==> src/rtl/ics_audio_out.sv <==
// Audio output stage: buffers irregular mixer samples and paces them out at OUT_HZ with volume/mute.
// Latency: out_l/out_r/out_strobe register two cycles after each pacer tick.
// Backpressure: none upstream; samples arriving at a full FIFO are dropped and flagged.
module ics_audio_fifo #(
  parameter int W  = 32,
  parameter int AW = 3
) (
  input  logic          clk,
  input  logic          reset,
  input  logic          push,
  input  logic          pop,
  input  logic [W-1:0]  wdat,
  output logic [W-1:0]  rdat,
  output logic [AW:0]   count
);
  logic [W-1:0]  mem [0:(1<<AW)-1];
  logic [AW-1:0] wp, rp;

  always_ff @(posedge clk) begin
    if (reset) begin
      wp    <= '0;
      rp    <= '0;
      count <= '0;
    end else begin
      if (push) wp <= wp + AW'(1);
      if (pop)  rp <= rp + AW'(1);
      case ({push, pop})
        2'b10:   count <= count + (AW+1)'(1);
        2'b01:   count <= count - (AW+1)'(1);
        default: count <= count;
      endcase
    end
  end

  // Caller only pushes at full when popping the same cycle, so wp==rp reads the old head.
  always_ff @(posedge clk) begin
    if (push) mem[wp] <= wdat;
  end

  assign rdat = mem[rp];
endmodule

module ics_audio_out #(
  parameter int CLK_HZ     = 50000000,
  parameter int OUT_HZ     = 48000,
  parameter int DEPTH_LOG2 = 3
) (
  input  logic                  clk,
  input  logic                  reset,
  input  logic                  in_valid,
  input  logic [15:0]           in_l,
  input  logic [15:0]           in_r,
  input  logic [7:0]            vol,
  input  logic                  mute,
  input  logic                  clr_flags,
  output logic [15:0]           out_l,
  output logic [15:0]           out_r,
  output logic                  out_strobe,
  output logic                  overflow,
  output logic                  underrun,
  output logic [DEPTH_LOG2:0]   level
);
  localparam logic [DEPTH_LOG2:0] LVL_FULL = (DEPTH_LOG2+1)'(1 << DEPTH_LOG2);
  localparam logic [DEPTH_LOG2:0] LVL_HALF = (DEPTH_LOG2+1)'(1 << (DEPTH_LOG2-1));

  typedef struct packed {
    logic signed [15:0] l;
    logic signed [15:0] r;
  } sample_t;

  typedef enum logic {FILL, RUN} state_t;

  state_t      state;
  logic [31:0] acc;
  logic [32:0] acc_next;
  logic        tick;
  logic        pop, push, ovf_set, urn_set;
  sample_t     fifo_head;
  sample_t     s1_smp;
  logic [7:0]  s1_vol;
  logic        s1_vld, s1_hold;

  function automatic logic [15:0] scale(input logic signed [15:0] s, input logic [7:0] v);
    logic signed [24:0] p;
    p = 25'(s) * 25'($signed({1'b0, v}));
    p = p >>> 7;
    if (p > 25'sd32767)
      return 16'h7FFF;
    else if (p < -25'sd32768)
      return 16'h8000;
    else
      return p[15:0];
  endfunction

  // Fractional pacer: tick is registered, so it is high the cycle after the wrap.
  assign acc_next = {1'b0, acc} + 33'(OUT_HZ);

  always_ff @(posedge clk) begin
    if (reset) begin
      acc  <= '0;
      tick <= 1'b0;
    end else if (acc_next >= 33'(CLK_HZ)) begin
      acc  <= acc_next[31:0] - 32'(CLK_HZ);
      tick <= 1'b1;
    end else begin
      acc  <= acc_next[31:0];
      tick <= 1'b0;
    end
  end

  assign pop     = tick && (state == RUN) && (level != '0);
  assign urn_set = tick && (state == RUN) && (level == '0);
  assign push    = in_valid && ((level < LVL_FULL) || pop);
  assign ovf_set = in_valid && !push;

  ics_audio_fifo #(.W(32), .AW(DEPTH_LOG2)) u_fifo (
    .clk   (clk),
    .reset (reset),
    .push  (push),
    .pop   (pop),
    .wdat  ({in_l, in_r}),
    .rdat  (fifo_head),
    .count (level)
  );

  always_ff @(posedge clk) begin
    if (reset) begin
      state    <= FILL;
      overflow <= 1'b0;
      underrun <= 1'b0;
    end else begin
      case (state)
        FILL:    if (level >= LVL_HALF) state <= RUN;
        RUN:     if (urn_set) state <= FILL;
        default: state <= FILL;
      endcase
      if (ovf_set)        overflow <= 1'b1;
      else if (clr_flags) overflow <= 1'b0;
      if (urn_set)        underrun <= 1'b1;
      else if (clr_flags) underrun <= 1'b0;
    end
  end

  // Select stage: FILL ticks and muted pops feed zero; an underrun tick marks a hold.
  always_ff @(posedge clk) begin
    if (reset) begin
      s1_vld  <= 1'b0;
      s1_hold <= 1'b0;
      s1_smp  <= '0;
      s1_vol  <= '0;
    end else begin
      s1_vld  <= tick;
      s1_hold <= urn_set;
      if (tick) begin
        s1_vol <= vol;
        s1_smp <= (pop && !mute) ? fifo_head : '0;
      end
    end
  end

  always_ff @(posedge clk) begin
    if (reset) begin
      out_strobe <= 1'b0;
      out_l      <= '0;
      out_r      <= '0;
    end else begin
      out_strobe <= s1_vld;
      if (s1_vld && !s1_hold) begin
        out_l <= scale(s1_smp.l, s1_vol);
        out_r <= scale(s1_smp.r, s1_vol);
      end
    end
  end
endmodule
==> config.mk <==
export PLATFORM = sky130hd
export DESIGN_NAME = ics_audio_out
export DESIGN_NICKNAME = d
export VERILOG_FILES = /design/src/rtl/ics_audio_out.sv
export SDC_FILE = /design/constraint.sdc
export NUM_CORES = 1
export LEC_CHECK = 0
export ABC_AREA = 1
export CAP_MARGIN = 10
export CELL_PAD_IN_SITES_DETAIL_PLACEMENT = 0
export CELL_PAD_IN_SITES_GLOBAL_PLACEMENT = 2
export CORE_MARGIN = 2
export CORE_UTILIZATION = 25
export DETAILED_ROUTE_END_ITERATION = 8
export PLACE_DENSITY_LB_ADDON = 0.1
export SLEW_MARGIN = 20
export SYNTH_ARGS = -nofsm -noshare
export SYNTH_HDL_FRONTEND = slang
export SYNTH_SLANG_ARGS = --single-unit
==> constraint.sdc <==
create_clock -name clk -period 7.7 [get_ports clk]
set_clock_uncertainty 0.15 [all_clocks]
set_input_delay 0.77 -clock clk [delete_from_list [all_inputs] [get_ports clk]]
set_output_delay 0.77 -clock clk [all_outputs]
set_load 0.005 [all_outputs]
==> out/metrics.csv <==
stage;metric;value;unit
route;mean routed wirelength per cell;17.3;um
clock_network;# Post-CTS Setup Buffers;0;
power;Power Density;205;nW/um^2
floorplan;Die W;325;um
floorplan;die area;106000;um^2
critical_path;crit start category;flip-flop;
route;Via density;4.32;
power;Tot Pwr;6.06;mW
clock_network;CTS max path bufs;3;
cells_and_area;Layout area overhead;14.5;%
route;total vias in the final route;19184;
clock_network;post-CTS resize count;0;
sta;RSZ-0062 raised after global routing;no;
placement;HPWL after DPL;54.3;mm
sta;max frequency;161;MHz
grt;largest net degree at the start of global routing;94;
logic_synthesis;Avg Inst Size Synth;8.53;um^2
cells_and_area;share of cells above drive strength 1;6.09;%
logic_synthesis;Yosys reg bits;373;
cells_and_area;ant diodes;0;
placement;RePlAce Congestion;0.777;
grt;GRT overflow;0;
clock_network;CTS Hold Bufs;0;
sta;Tightest Pin Transition;1.04;ns
grt;vias in the first global route;19898;
route;wire length on met1;39.8;mm
critical_path;CP Cell Sequence;buf_4, nand2_1, inv_1, fa_1, inv_1, fa_1, inv_1, fa_1, inv_1, fa_1, inv_1, ha_1, nand2_1, nor3_1, nand2_1, nor4_1, nand2_1, nand3_1, nand2_1, a21oi_2, a21oi_1;
sta;final hold vios;0;
floorplan;Die H;325;um
logic_synthesis;count leader, synth;nand2_1;
critical_path;CP peak stage delay;0.63;ns
critical_path;critical path data arrival time;6.48;ns
sta;clock period minus worst slack;6.22;ns
logic_synthesis;Syn. warnings;0;
logic_synthesis;Yosys top cell area share;29.8;%
job;Max Cap Viol;0;
floorplan;Rows;117;
logic_synthesis;syn_nets;3373;
critical_path;critical path class;reg2reg;
route;met3 routed WL;2.37;mm
floorplan;io pins;84;
grt;number of antenna violations at the first check in global routing;4;
logic_synthesis;top post-synthesis cells by area;edfxtp_1 30%, fa_1 16%, dfxtp_1 9.1%;
grt;gr usage total;14.6;%
power;Leak Pwr;13.5;nW
logic_synthesis;Async S/R FF share, synth;0;%
route;Routed WL;76.8;mm
critical_path;CP Capture Type;flip-flop;
grt;first-pass GRT wire length;121;mm
route;number of nets still failing antenna checks after routing;0;
hold_path;min-delay worst type;reg2reg;
clock_network;TritonCTS Sinks;373;
floorplan;Starting Density;25.3;%
sta;setup TNS;0;ns
floorplan;core region area;102000;um^2
logic_synthesis;Cell variety after synth;45;
logic_synthesis;Seq/Total Area, Yosys;38.9;%
critical_path;peak fanout along the critical path;17;
clock_network;clock root cell;clkbuf_16;
logic_synthesis;top_reg_cell synth;edfxtp_1;
logic_synthesis;Synth Cell Area;25800;um^2
route;DRC errors left;0;
critical_path;CP max-delay cell;fa_1;
clock_network;# H-tree levels;2;
clock_network;Reg clk slew, reported paths;0.06;ns
logic_synthesis;EDFF count, synth;256;
clock_network;Worst-Skew Late Latency;0.62;ns
logic_synthesis;Synth top cells by count;623 x nand2_1, 564 x inv_1, 307 x nor2_1, 256 x edfxtp_1, 203 x fa_1;
sta;Final period util;80.7;%
logic_synthesis;Mapped Cells;3024;
sta;Slew Limit Fails;0;
critical_path;critical path data required time;7.97;ns
clock_network;CTS tree;yes;
outcome;status;finished clean;
route;met2 wire len;33.7;mm
power;VDD IR max;137;uV
logic_synthesis;cell taking the most area after synthesis;edfxtp_1;
sta;Fin Hold WS;0.300;ns
cells_and_area;Final nets;3384;
route;Pre-antenna DRT Iters;5;
placement;I/O Buffers;83;
clock_network;total CTS buffers;46;
route;highest routed layer;met5;
sta;Final setup violation count;0;
sta;Max-slew headroom;30.4;%
route;DRT iter0 DRCs;1150;
[worst max-delay path: cells and delay by family, from the launching register on]
| kind | cells | cell delay, ns |
|---|---|---|
| flops | 1 | 0.51 |
| simple gates | 8 | 1.20 |
| compound gates | 2 | 0.68 |
| fa+ha+maj | 5 | 2.65 |
| buf+inv | 6 | 0.81 |
[state kept, by name, indices dropped and copies added, names as in the netlist, named ones only]
register      flops
acc              25
out_l            16
out_r            16
out_strobe        1
overflow          1
s1_hold           1
s1_smp           32
s1_vld            1
s1_vol            8
state             1
tick              1
u_fifo.count      4
u_fifo.mem      256
u_fifo.rp         3
u_fifo.wp         3
underrun          1
[power by group]
part | leakage [nW] | internal (mW) | switching (mW)
sequential | 3.28 | 2.29 | 0.222
combinational | 9.47 | 0.448 | 0.913
clock | 0.754 | 1.31 | 0.883
[through the flow]
| step | setup WS [ns] | utilization (%) | cell area [um^2] | cells |
|---|---|---|---|---|
| floorplan | 2.53 | - | 25800 | 3024 |
| global placement | 1.63 | 27.4 | 28000 | 4355 |
| detailed placement | 1.50 | 27.4 | 28000 | 4355 |
| CTS | 1.38 | 28.9 | 29500 | 4440 |
| global route | 0.962 | 28.9 | 29500 | 4440 |
| finish | 1.48 | 28.9 | 29500 | 4440 |
[path summary, 6_finish.rpt]
kind                                start          to  slack (ns)  cells after the start
worst max-delay path            s1_vol[0]   out_r[11]        1.48                     21
worst min-delay path               s1_vld  out_strobe        0.30                      2
worst max register to register  s1_vol[0]   out_r[11]        1.48                     21
worst min register to register     s1_vld  out_strobe        0.30                      2
[layout make-up]
type	count	area (um^2)
Tap cell	1368	1710
Multi-Input combinational cell	1932	13100
Clock buffer	75	1390
Clock inverter	10	155
Sequential cell	373	10000
Timing Repair Buffer	106	998
Inverter	576	2160
Fill cell	10920	72500
[layout by cell type, fill, tap and decap left out, types with 63 or more instances in the layout]
cell type        netlist  routed
nand2_1              623     623
nor2_1               307     297
o211ai_1              63      63
clkdlybuf4s50_1        0      82
ha_1                 101     101
a21oi_1              124     124
nand3_1              131     131
fa_1                 203     203
edfxtp_1             256     256
o21ai_0              190     190
inv_1                564     562
dfxtp_1              117     112
[cell families (layout without fill, tap and decap cells)]
logic type / count (synthesis) / after routing / share of synthesized area [%]
buf+inv: 719 / 767 / 10.7
mux: 2 / 2 / 0.0777
simple gates: 1150 / 1150 / 18.5
xor+xnor: 54 / 54 / 1.86
fa+ha+maj: 304 / 304 / 20.7
compound gates: 422 / 422 / 9.30
flops: 373 / 373 / 38.9
[metal layers]
layer / vias to the layer above / GRT usage (%)
li1: 9524 / -
met2: 213 / 23.1
met5: - / 0
met4: 6 / 2.37
met1: 9377 / 21.4
met3: 64 / 2.16
Note: power is estimated with default switching activity, not from simulation.
